--- src/rtl/add_arb_pkg.sv ---
// Shared types and constants for the two-requester shared-adder arbiter.
package add_arb_pkg;

    typedef enum logic {
        IDLE = 1'b0,
        CALC = 1'b1
    } state_t;

    localparam logic [15:0] SAT_POS  = 16'h7FFF;
    localparam logic [15:0] SAT_NEG  = 16'h8000;
    localparam int          REQ_ID_W = 1;

endpackage

--- src/rtl/cla_16bit.sv ---
// 16-bit carry-look-ahead adder: four 4-bit groups with a group-level look-ahead carry chain.
module cla_16bit (
    input  logic [15:0] a,
    input  logic [15:0] b,
    input  logic        cin,
    output logic [15:0] sum,
    output logic        cout,
    output logic        ovfl
);

    logic [15:0] g;
    logic [15:0] p;
    logic [3:0]  grp_g;
    logic [3:0]  grp_p;
    logic [4:0]  grp_c;
    logic [16:0] c;

    assign g = a & b;
    assign p = a ^ b;

    always_comb begin
        grp_g = '0;
        grp_p = '0;
        for (int k = 0; k < 4; k++) begin
            grp_g[k] = g[4*k+3]
                     | (p[4*k+3] & g[4*k+2])
                     | (p[4*k+3] & p[4*k+2] & g[4*k+1])
                     | (p[4*k+3] & p[4*k+2] & p[4*k+1] & g[4*k]);
            grp_p[k] = &p[4*k +: 4];
        end
    end

    // Group carries resolved by look-ahead; bit carries only ripple inside a group.
    always_comb begin
        grp_c    = '0;
        grp_c[0] = cin;
        for (int k = 0; k < 4; k++) begin
            grp_c[k+1] = grp_g[k] | (grp_p[k] & grp_c[k]);
        end
    end

    always_comb begin
        c = '0;
        for (int i = 0; i < 16; i++) begin
            if (i % 4 == 0) begin
                c[i] = grp_c[i/4];
            end
            c[i+1] = g[i] | (p[i] & c[i]);
        end
        c[16] = grp_c[4];
    end

    assign sum  = p ^ c[15:0];
    assign cout = c[16];
    assign ovfl = c[16] ^ c[15];

endmodule

--- src/rtl/add_share_arbiter.sv ---
// Round-robin arbiter sharing one 16-bit adder between two requesters, with registered,
// optionally saturated results.
module add_share_arbiter
    import add_arb_pkg::*;
#(
    parameter int WIDTH  = 16,
    parameter bit SAT_EN = 1'b1
) (
    input  logic             clk,
    input  logic             rst_n,
    input  logic             req0_valid,
    output logic             req0_ready,
    input  logic [WIDTH-1:0] req0_a,
    input  logic [WIDTH-1:0] req0_b,
    input  logic             req0_sub,
    input  logic             req1_valid,
    output logic             req1_ready,
    input  logic [WIDTH-1:0] req1_a,
    input  logic [WIDTH-1:0] req1_b,
    input  logic             req1_sub,
    output logic             resp_valid,
    output logic             resp_id,
    output logic [WIDTH-1:0] resp_sum,
    output logic             resp_ovfl
);

    // Handshake: a request transfers on the rising edge where valid and ready are both high.
    // Ready is offered only in IDLE, only to the granted requester, never while in reset.
    state_t              state;
    logic                last_grant;
    logic [WIDTH-1:0]    op_a;
    logic [WIDTH-1:0]    op_b;
    logic                op_sub;
    logic [REQ_ID_W-1:0] owner;

    logic                grant_id;
    logic                any_valid;
    logic                handshake;
    logic [WIDTH-1:0]    b_eff;
    logic [WIDTH-1:0]    sum;
    logic                ovfl;
    logic [WIDTH-1:0]    final_sum;
    logic                adder_cout_unused;
    logic                adder_ovfl_unused;

    assign any_valid  = req0_valid | req1_valid;
    assign grant_id   = (req0_valid & req1_valid) ? ~last_grant : req1_valid;
    assign req0_ready = rst_n & (state == IDLE) & any_valid & ~grant_id;
    assign req1_ready = rst_n & (state == IDLE) & any_valid & grant_id;
    assign handshake  = (req0_valid & req0_ready) | (req1_valid & req1_ready);

    assign b_eff = op_sub ? ~op_b : op_b;

    cla_16bit u_cla (
        .a    (op_a),
        .b    (b_eff),
        .cin  (op_sub),
        .sum  (sum),
        .cout (adder_cout_unused),
        .ovfl (adder_ovfl_unused)
    );

    // Overflow from operand and sum signs; clamp direction follows the sign of A.
    assign ovfl      = (op_a[WIDTH-1] == b_eff[WIDTH-1]) & (sum[WIDTH-1] != op_a[WIDTH-1]);
    assign final_sum = (SAT_EN && ovfl) ? (op_a[WIDTH-1] ? SAT_NEG : SAT_POS) : sum;

    always_ff @(posedge clk or negedge rst_n) begin
        if (!rst_n) begin
            state      <= IDLE;
            last_grant <= 1'b1;
            op_a       <= '0;
            op_b       <= '0;
            op_sub     <= 1'b0;
            owner      <= '0;
            resp_valid <= 1'b0;
            resp_id    <= 1'b0;
            resp_sum   <= '0;
            resp_ovfl  <= 1'b0;
        end else begin
            case (state)
                IDLE: begin
                    resp_valid <= 1'b0;
                    if (handshake) begin
                        op_a       <= grant_id ? req1_a   : req0_a;
                        op_b       <= grant_id ? req1_b   : req0_b;
                        op_sub     <= grant_id ? req1_sub : req0_sub;
                        owner      <= grant_id;
                        last_grant <= grant_id;
                        state      <= CALC;
                    end
                end
                CALC: begin
                    resp_valid <= 1'b1;
                    resp_id    <= owner;
                    resp_sum   <= final_sum;
                    resp_ovfl  <= ovfl;
                    state      <= IDLE;
                end
                default: state <= IDLE;
            endcase
        end
    end

endmodule

--- config.mk ---
export PLATFORM = sky130hd
export DESIGN_NAME = add_share_arbiter
export DESIGN_NICKNAME = d
export VERILOG_FILES = /design/src/rtl/add_arb_pkg.sv /design/src/rtl/cla_16bit.sv /design/src/rtl/add_share_arbiter.sv
export SDC_FILE = /design/constraint.sdc
export NUM_CORES = 1
export LEC_CHECK = 0
export CAP_MARGIN = 10
export CELL_PAD_IN_SITES_DETAIL_PLACEMENT = 0
export CELL_PAD_IN_SITES_GLOBAL_PLACEMENT = 1
export CORE_ASPECT_RATIO = 0.9
export CORE_MARGIN = 1.5
export CORE_UTILIZATION = 38
export CTS_CLUSTER_SIZE = 10
export DETAILED_ROUTE_END_ITERATION = 6
export GPL_TIMING_DRIVEN = 0
export PLACE_DENSITY = 0.88
export SETUP_SLACK_MARGIN = 0.2
export SKIP_LAST_GASP = 1
export SLEW_MARGIN = 0
export SYNTH_ARGS = -nofsm -noshare
export SYNTH_HDL_FRONTEND = slang
export SYNTH_HIERARCHICAL = 1
export SYNTH_SLANG_ARGS = --single-unit
export TNS_END_PERCENT = 30
--- constraint.sdc ---
create_clock -name clk -period 5.1 [get_ports clk]
set_input_delay 0.51 -clock clk [delete_from_list [all_inputs] [get_ports clk]]
set_output_delay 0.51 -clock clk [all_outputs]
set_load 0.05 [all_outputs]
# After elaboration in Yosys (flattened, before gate mapping)
# Cells that the tools add are included.
# classes
n_eq_ne	2
n_mux	10
n_bitwise	71
n_reduce_logical	4
# op_table
operator	count
two-way mux 16 bit	5
bitwise AND 1 bit	38
XOR 16 bit	2
OR 1 bit	26
inverter 16 bit	1
bitwise AND 15 bit	1
AND reduction 4 bit	3
one-hot mux 1 bit (2 select lines)	2
two-way mux 1 bit	3
inverter 1 bit	3
AND reduction 2 bit	1
== test 1 bit	1
inequality test 1 bit	1
# totals
reg_bits	55
in_bits	70
output_inout_bits	21
elab_cells	97

# Longest topological paths before layout
# Gate-level depths: netlist of run 1.
# depth
depth_word	22
ltp_mapped	17
ltp_nobuf	14

# By module
# The synthesis of run 1 kept the hierarchy.
# by_module_without_submodules
module	instances	cells_per_inst	area_each_um2	seq_area_each_um2
add_share_arbiter	1	196	2633.8	1377.6
cla_16bit	1	80	752.0	0.0

# Least setup slack after synthesis of run 1
# OpenSTA, ideal clock, no wires.
# synth_path
path_kind	register to register
start	register op_sub
end	register resp_sum[10]
setup_time_ps	67
arrival_ps	4325
required_time_ps	5033
setup_slack_ps	708
stages_incl_launch_ff	18
path_buffers	3
period_less_slack_ps	4392
path_cell_list	dfrtp_1 buf_4 buf_2 xor2_1 ha_1 and3_4 a221oi_2 nor2b_1 nor3_2 inv_1 fa_1 fa_1 fa_1 xor2_1 inv_1 nor4_4 buf_2 a221o_1
# synth_via
word_cells_on_any_way	51
cone_classes	2 x eq/ne; 2 x mux; 44 x bitwise; 3 x reduce/logical
# synth_lines
element	line_no	text
from (decl)	add_share_arbiter.sv:33	logic op_sub;
from (signal assigned)	add_share_arbiter.sv:86	op_sub <= grant_id ? req1_sub : req0_sub;
two-way mux 16 bit (*)	add_share_arbiter.sv:52	assign b_eff = op_sub ? ~op_b : op_b;
named net b_eff[5]	add_share_arbiter.sv:39	logic [WIDTH-1:0] b_eff;
bitwise AND 15 bit or XOR 16 bit (tied branches)	cla_16bit.sv:18, cla_16bit.sv:19	
bitwise AND 1 bit (on tied branches)	cla_16bit.sv:27, cla_16bit.sv:28	
OR 1 bit or bitwise AND 1 bit (tied branches)	cla_16bit.sv:27, cla_16bit.sv:28	
OR 1 bit	cla_16bit.sv:28	| (p[4*k+3] & p[4*k+2] & p[4*k+1] & g[4*k]);
OR 1 bit (*)	cla_16bit.sv:38	grp_c[k+1] = grp_g[k] | (grp_p[k] & grp_c[k]);
bitwise AND 1 bit (*)	cla_16bit.sv:38	
[... 4 more ...]	-	
OR 1 bit (*)	cla_16bit.sv:48	c[i+1] = g[i] | (p[i] & c[i]);
bitwise AND 1 bit (*)	cla_16bit.sv:48	
OR 1 bit (*)	cla_16bit.sv:48	
XOR 16 bit (*)	cla_16bit.sv:53	assign sum = p ^ c[15:0];
named net sum[15]	add_share_arbiter.sv:40	logic [WIDTH-1:0] sum;
inequality test 1 bit (*)	add_share_arbiter.sv:64	assign ovfl = (op_a[WIDTH-1] == b_eff[WIDTH-1]) & (sum[WIDTH-1] != op_a[WIDTH-1]);
bitwise AND 1 bit (*)	add_share_arbiter.sv:64	
two-way mux 16 bit (*)	add_share_arbiter.sv:65	assign final_sum = (SAT_EN && ovfl) ? (op_a[WIDTH-1] ? SAT_NEG : SAT_POS) : sum;
to (signal assigned)	add_share_arbiter.sv:95	resp_sum <= final_sum;
to (decl)	add_share_arbiter.sv:23	output logic [WIDTH-1:0] resp_sum,
# The timed path passes the listed nets; every way through them passes the cells marked *.
# A chain may end at the register's enable or synchronous reset.

# Final worst setup path of run 1
# layout_path
start	register op_sub
end	register resp_sum[7]
# layout_via
word_cells_on_any_way	53
cone_classes	2 x eq/ne; 2 x mux; 46 x bitwise; 3 x reduce/logical
# layout_lines
element	line_no	text
two-way mux 16 bit (*)	add_share_arbiter.sv:52	
named net b_eff[6]	add_share_arbiter.sv:39	
bitwise AND 15 bit or XOR 16 bit (tied branches)	cla_16bit.sv:18, cla_16bit.sv:19	
bitwise AND 1 bit (on tied branches)	cla_16bit.sv:26, cla_16bit.sv:27, cla_16bit.sv:28	
OR 1 bit (tied with other cells)	cla_16bit.sv:26	| (p[4*k+3] & g[4*k+2])
OR 1 bit or bitwise AND 1 bit (tied branches)	cla_16bit.sv:27, cla_16bit.sv:28	
OR 1 bit	cla_16bit.sv:28	
OR 1 bit (*)	cla_16bit.sv:38	
[... 5 more ...]	-	
OR 1 bit (*)	cla_16bit.sv:48	
bitwise AND 1 bit (*)	cla_16bit.sv:48	
OR 1 bit (*)	cla_16bit.sv:48	
XOR 16 bit (*)	cla_16bit.sv:53	
named net sum[15]	add_share_arbiter.sv:40	
inequality test 1 bit (*)	add_share_arbiter.sv:64	
bitwise AND 1 bit (*)	add_share_arbiter.sv:64	
two-way mux 16 bit (*)	add_share_arbiter.sv:65	
# Marks and branches as above.

==> out/results.tsv, run 1 <==
stage	metric	value	unit
status	status	finished, final reports clean	
critical_path	Critical-path top delay cell	fa_1	
sta	RSZ-0062 raised after global routing	no	
critical_path	Crit path required time	5.34	ns
cts	H-tree lvl count	2	
layout	n_diodes	0	
cts	CTS tree	done	
cts	CTS clk-pin slew, worst paths	0.09	ns
critical_path	Critical Path End Type	flop	
critical_path	CP startpoint kind	flop	
layout	Multi-input gate area	1690	um^2
routing	routed len/inst	16.6	um
critical_path	Top Family by Delay on Critical Path	adder cells	
critical_path	most used cell along the critical path	fa_1	
critical_path	Largest stage delay, worst path	0.40	ns
layout	Reg area	1380	um^2
sta	worst clock skew	0.00411	ns
sta	worst hold slack	0.166	ns
grt	first-pass GRT wire length	12900	um
min_path	Hold Crit Class	input port to async pin	
layout	biggest regs	op_a (16), op_b (16), resp_sum (16)	
job	Max Cap Viol	0	
critical_path	Crit Path Max Fanout	10	
sta	final setup vio count	0	
layout	post-route cell area	4440	um^2
sta	Max-slew headroom	0.645	
sta	Period minus WS final	4.57	ns
cts	Clock Path Buffers	2	
routing	Via density	5.27	
routing	Via Count	2493	
pwr	Max IR drop VDD	0.173	mV
die	Die Width	101	um
place	Placed Instance Area	4310	um^2
sta	Max Slew Vio Count	0	
die	I/O Pins	91	
critical_path	Critical Path AT	4.81	ns
critical_path	crit path buf inv count	4	
place	I/O Buffers	89	
cts	root buf cell	clkbuf_8	
pwr	pwr/cell area	464	nW/um^2
yosys	mean area per synthesized cell	12.6	um^2
routing	1st-iter DRT viols	101	
place	dpl hpwl	6390	um
layout	fin nets	452	
layout	synthesis-to-finish area growth	36.4	%
critical_path	CP cell instances	buf_4, clkbuf_4, xor2_1, ha_1, a21o_1, a221oi_2, nor2b_1, nor3_2, inv_1, fa_1, fa_1, fa_1, xor2_1, nor2b_1, a21oi_2, buf_2, a221o_1	
yosys	Syn Nets	354	
die	Initial Util	0.398	
cts	CTS buffer count	5	
sta	fmax	219	MHz
grt	pin count of the biggest net entering global routing	35	
routing	drt drc	0	
routing	final wirelength	7850	um
routing	remaining antenna violation count after routing	0	
grt	Total Routing Usage GR	0.182	
sta	Setup TNS	0	ns
yosys	Gate Count Post-Synth	259	
layout	# fillers	740	
yosys	post-synthesis cell area	3260	um^2
critical_path	WS Path Type	flop to flop	
sta	final hold vios	0	
sta	fin crit share	0.896	
cts	clock sink count	55	
die	Vert. Die Dim	90.8	um
routing	Pre-antenna DRT Iters	4	
grt	initial antenna violation count	0	
die	row count	31	
sta	Slew @ Worst Pin	0.532	ns
place	global placer's final weighted congestion	0.770	
cts	clock latency on the worst-skew pair	0.30	ns
grt	vias in the first global route	2569	
layout	share of layout cells above drive strength 1	0.0922	
yosys	YS warnings	6	
grt	grt ovf	0	
die	Die ar.	9140	um^2
pwr	Leak	0.00202	uW
cts	hold buffers post-CTS	0	
die	core area	8180	um^2
## worst reg2reg max path, cell delays in order, from the launching register on
cell      delay [ns]
dfrtp_1         0.39
buf_4           0.22
clkbuf_4        0.27
xor2_1          0.25
ha_1            0.29
a21o_1          0.17
a221oi_2        0.30
nor2b_1         0.09
nor3_2          0.17
inv_1           0.07
fa_1            0.39
fa_1            0.40
fa_1            0.39
xor2_1          0.26
nor2b_1         0.12
a21oi_2         0.29
buf_2           0.27
a221o_1         0.17
## metrics by stage
step	total power (uW)	setup slack, ns	utilization	cells
global route	2210	0.222	0.543	473
global placement	1740	0.0814	0.525	463
CTS	2080	0.317	0.541	472
floorplan	1410	0.850	-	259
finish	2060	0.531	0.543	473
detailed placement	1780	0.343	0.526	464
## final cells by class
| type | instances | area share |
|---|---|---|
| multi-input cells | 164 | 0.381 |
| flip-flops and latches | 55 | 0.310 |
| repair buffers | 91 | 0.206 |
| well taps | 115 | 0.0324 |
| plain buffers | 23 | 0.0301 |
| clock buffers | 6 | 0.0186 |
| inverters | 17 | 0.0144 |
| clock inverters | 2 | 0.00789 |
## placed cells by master (no fill, tap or decap), types with 3 or more instances in the layout
cell type,n
xor2_1,16
nor2b_1,4
a21o_1,3
clkdlybuf4s50_1,88
dfrtp_1,54
fa_1,12
a21oi_1,5
buf_6,5
a221o_1,48
nand2_1,4
inv_1,16
and4b_1,33
clkbuf_8,6
buf_2,3
clkbuf_1,14
ha_1,13
## worst paths after layout
check                      slack [ns]                  endpoint               start  depth (start not counted)
max                              0.53   resp_sum[7]$_DFFE_PN0P_  op_sub$_DFFE_PN0P_                         17
min                              0.17  resp_sum[15]$_DFFE_PN0P_               rst_n                          1
min in group clk                 0.48         owner$_DFFE_PN0P_   owner$_DFFE_PN0P_                          1
min reg2reg                      0.48         owner$_DFFE_PN0P_   owner$_DFFE_PN0P_                          1
max in group asynchronous        4.32    last_grant$_DFFE_PN1P_               rst_n                          2
max reg2reg                      0.53   resp_sum[7]$_DFFE_PN0P_  op_sub$_DFFE_PN0P_                         17
## metal layers
| metal | global-route usage | routed length [um] | vias up |
|---|---|---|---|
| li1 | - | - | 1198 |
| met1 | 0.253 | 3760 | 1210 |
| met2 | 0.288 | 3580 | 79 |
| met3 | 0.0364 | 439 | 6 |
| met4 | 0.0446 | 79 | 0 |
| met5 | 0 | 0 | - |
## what timing repair did
action / 4_1_cts / 5_1_grt
setup buffers: 0 / 1
setup endpoints to repair: 0 / 10
gates resized for setup: 0 / 2
## report_power, final
part           internal [uW]  switching [uW]  leakage [uW]
clock                    159             137     0.0000612
combinational            481             621       0.00129
sequential               564            99.5      0.000677
No activity file was read; power rests on OpenSTA's default activity.
==> run 2, diff against run 1 <==
--- a/config.mk
+++ b/config.mk
@@ -13,7 +13,6 @@
 export CORE_UTILIZATION = 38
 export CTS_CLUSTER_SIZE = 10
 export DETAILED_ROUTE_END_ITERATION = 6
-export GPL_TIMING_DRIVEN = 0
 export PLACE_DENSITY = 0.88
 export SETUP_SLACK_MARGIN = 0.2
 export SKIP_LAST_GASP = 1
==> run 2 against run 1 <==
  * Sequential cell count stayed put
  * Fmax is 1.7% higher
  * Combinational power is 4% lower
  * Critical path depth is 2 lower
  * Non-clock buffer count is 17 lower
  * Clock skew is 0.0065 ns higher
  * Final cell count is 3.8% lower
  * Critical path type unchanged
==> out/results.tsv, run 2 (synthesis results as in run 1) <==
stage	metric	value	unit
pwr	Clk pwr share	0.137	
sta	final setup vio count	0	
cts	Clock Path Buffers	2	
cts	post-cts sizing count	0	
grt	pin count of the biggest net entering global routing	56	
pwr	P_int	1170	uW
routing	1st-iter DRT viols	140	
critical_path	Critical Path End Type	flop	
routing	final wirelength	7860	um
die	Vert. Die Dim	90.8	um
critical_path	Crit path required time	5.35	ns
critical_path	CP cell instances	buf_4, xor2_1, ha_1, a21oi_1, nor2_1, o31a_2, nor3_2, inv_1, fa_1, fa_1, fa_1, xor2_1, nor2b_1, a21oi_2, a221o_1	
layout	biggest regs	op_a (16), op_b (16), resp_sum (16)	
critical_path	Top Family by Delay on Critical Path	adder cells	
sta	worst clock skew	0.0106	ns
place	global placer's final weighted congestion	0.817	
pwr	Sw Ratio	0.420	
pwr	pwr/cell area	467	nW/um^2
die	Die ar.	9140	um^2
job	Max Cap Viol	0	
critical_path	CP startpoint kind	flop	
grt	initial antenna violation count	0	
sta	fmax	223	MHz
sta	Max-slew headroom	0.534	
sta	Max Slew Vio Count	0	
cts	clock sink count	55	
grt	Total Routing Usage GR	0.177	
cts	CTS buffer count	5	
die	row count	31	
pwr	Leak	0.00197	uW
sta	Setup TNS	0	ns
pwr	switching power total	848	uW
sta	RSZ-0062 raised after global routing	no	
status	status	finished, final reports clean	
critical_path	most used cell along the critical path	fa_1	
die	core area	8180	um^2
die	Initial Util	0.398	
critical_path	crit path buf inv count	2	
sta	Slew @ Worst Pin	0.698	ns
critical_path	Largest stage delay, worst path	0.60	ns
cts	hold buffers post-CTS	0	
sta	final hold vios	0	
layout	synthesis-to-finish area growth	32.9	%
critical_path	WS Path Type	flop to flop	
critical_path	Critical Path AT	4.74	ns
cts	CTS clk-pin slew, worst paths	0.09	ns
sta	Period minus WS final	4.49	ns
grt	first-pass GRT wire length	12500	um
routing	routed len/inst	17.3	um
layout	fin nets	435	
routing	Via Count	2380	
routing	Pre-antenna DRT Iters	4	
critical_path	Crit Path Max Fanout	15	
layout	commonest non-fill, non-tap cell in the layout	clkdlybuf4s50_1	
critical_path	Critical-path top delay cell	dfrtp_2	
cts	H-tree lvl count	2	
grt	grt ovf	0	
layout	Final Util	0.529	
die	I/O Pins	91	
routing	remaining antenna violation count after routing	0	
min_path	Hold Crit Class	input port to async pin	
pwr	Seq pwr share	0.336	
layout	n_diodes	0	
cts	clock latency on the worst-skew pair	0.31	ns
layout	commonest cells after routing, fill and taps aside	clkdlybuf4s50_1 (89), dfrtp_1 (53), a221o_1 (48)	
cts	Post-CTS Setup Bufs	0	
pwr	Max IR drop VDD	0.171	mV
pwr	proportion of power drawn by combinational gates	0.527	
place	dpl hpwl	5930	um
layout	# fillers	753	
die	Die Width	101	um
grt	vias in the first global route	2420	
sta	fin crit share	0.881	
routing	Via density	5.23	
routing	drt drc	0	
cts	CTS tree	done	
layout	share of layout cells above drive strength 1	0.0853	
cts	root buf cell	clkbuf_8	
place	I/O Buffers	90	
[run 2: cell type report]
cell class                      instances  area [um^2]  area share
Timing Repair Buffer                   97          948       0.219
Clock inverter                          2         37.5     0.00867
Clock buffer                            5         68.8      0.0159
Multi-Input combinational cell        164         1690       0.390
Inverter                               17         63.8      0.0147
Tap cell                              115          144      0.0332
Sequential cell                        55         1380       0.318
[run 2: worst register-to-register path, delay by kind of cell (launching register included)]
family	cells	cell delay, ns
buffers and inverters	2	0.31
and+or+nand+nor	3	0.34
adders and majority gates	4	1.43
DFF	1	0.60
AOI/OAI and AO/OA	4	1.30
xor gates and xnor gates	2	0.48
[run 2: worst paths after layout]
kind,startpoint,to,slack [ns],cells past startpoint
min,rst_n,resp_ovfl$_DFFE_PN0P_,0.32,2
max,op_sub$_DFFE_PN0P_,resp_sum[6]$_DFFE_PN0P_,0.61,15
min reg2reg,owner$_DFFE_PN0P_,owner$_DFFE_PN0P_,0.49,1
max in group asynchronous,rst_n,op_sub$_DFFE_PN0P_,4.27,2
max reg2reg,op_sub$_DFFE_PN0P_,resp_sum[6]$_DFFE_PN0P_,0.61,15
min in group clk,owner$_DFFE_PN0P_,owner$_DFFE_PN0P_,0.49,1
[run 2: per-stage QoR]
| stage | cell area (um^2) | power (uW) | hold slack [ns] | setup slack [ns] | instances |
|---|---|---|---|---|---|
| finish | 4330 | 2020 | 0.322 | 0.607 | 455 |
| global route | 4330 | 2160 | 0.390 | 0.220 | 455 |
| CTS | 4330 | 2030 | 0.359 | 0.416 | 455 |
| detailed placement | 4220 | 1760 | 0.461 | 0.426 | 448 |
| global placement | 4220 | 1730 | 0.454 | 0.595 | 448 |
| floorplan | 3260 | 1410 | 0.214 | 0.850 | 259 |
[run 2: power by group through the flow]
stage / sequential, uW / combinational, uW / clock, uW
6_report: 680 / 1060 / 277
5_1_grt: 697 / 1160 / 299
4_1_cts: 680 / 1070 / 284
3_5_place_dp: 688 / 1070 / 0
3_3_place_gp: 688 / 1040 / 0
2_1_floorplan: 892 / 517 / 0
[run 2: per-layer routing]
layer	share of wire	up-vias	GRT usage	routed length, um
li1	-	1171	-	-
met1	0.49	1107	0.260	3820
met2	0.44	98	0.269	3430
met3	0.068	4	0.0302	538
met4	0.0092	0	0.0458	72
met5	0	-	0	0
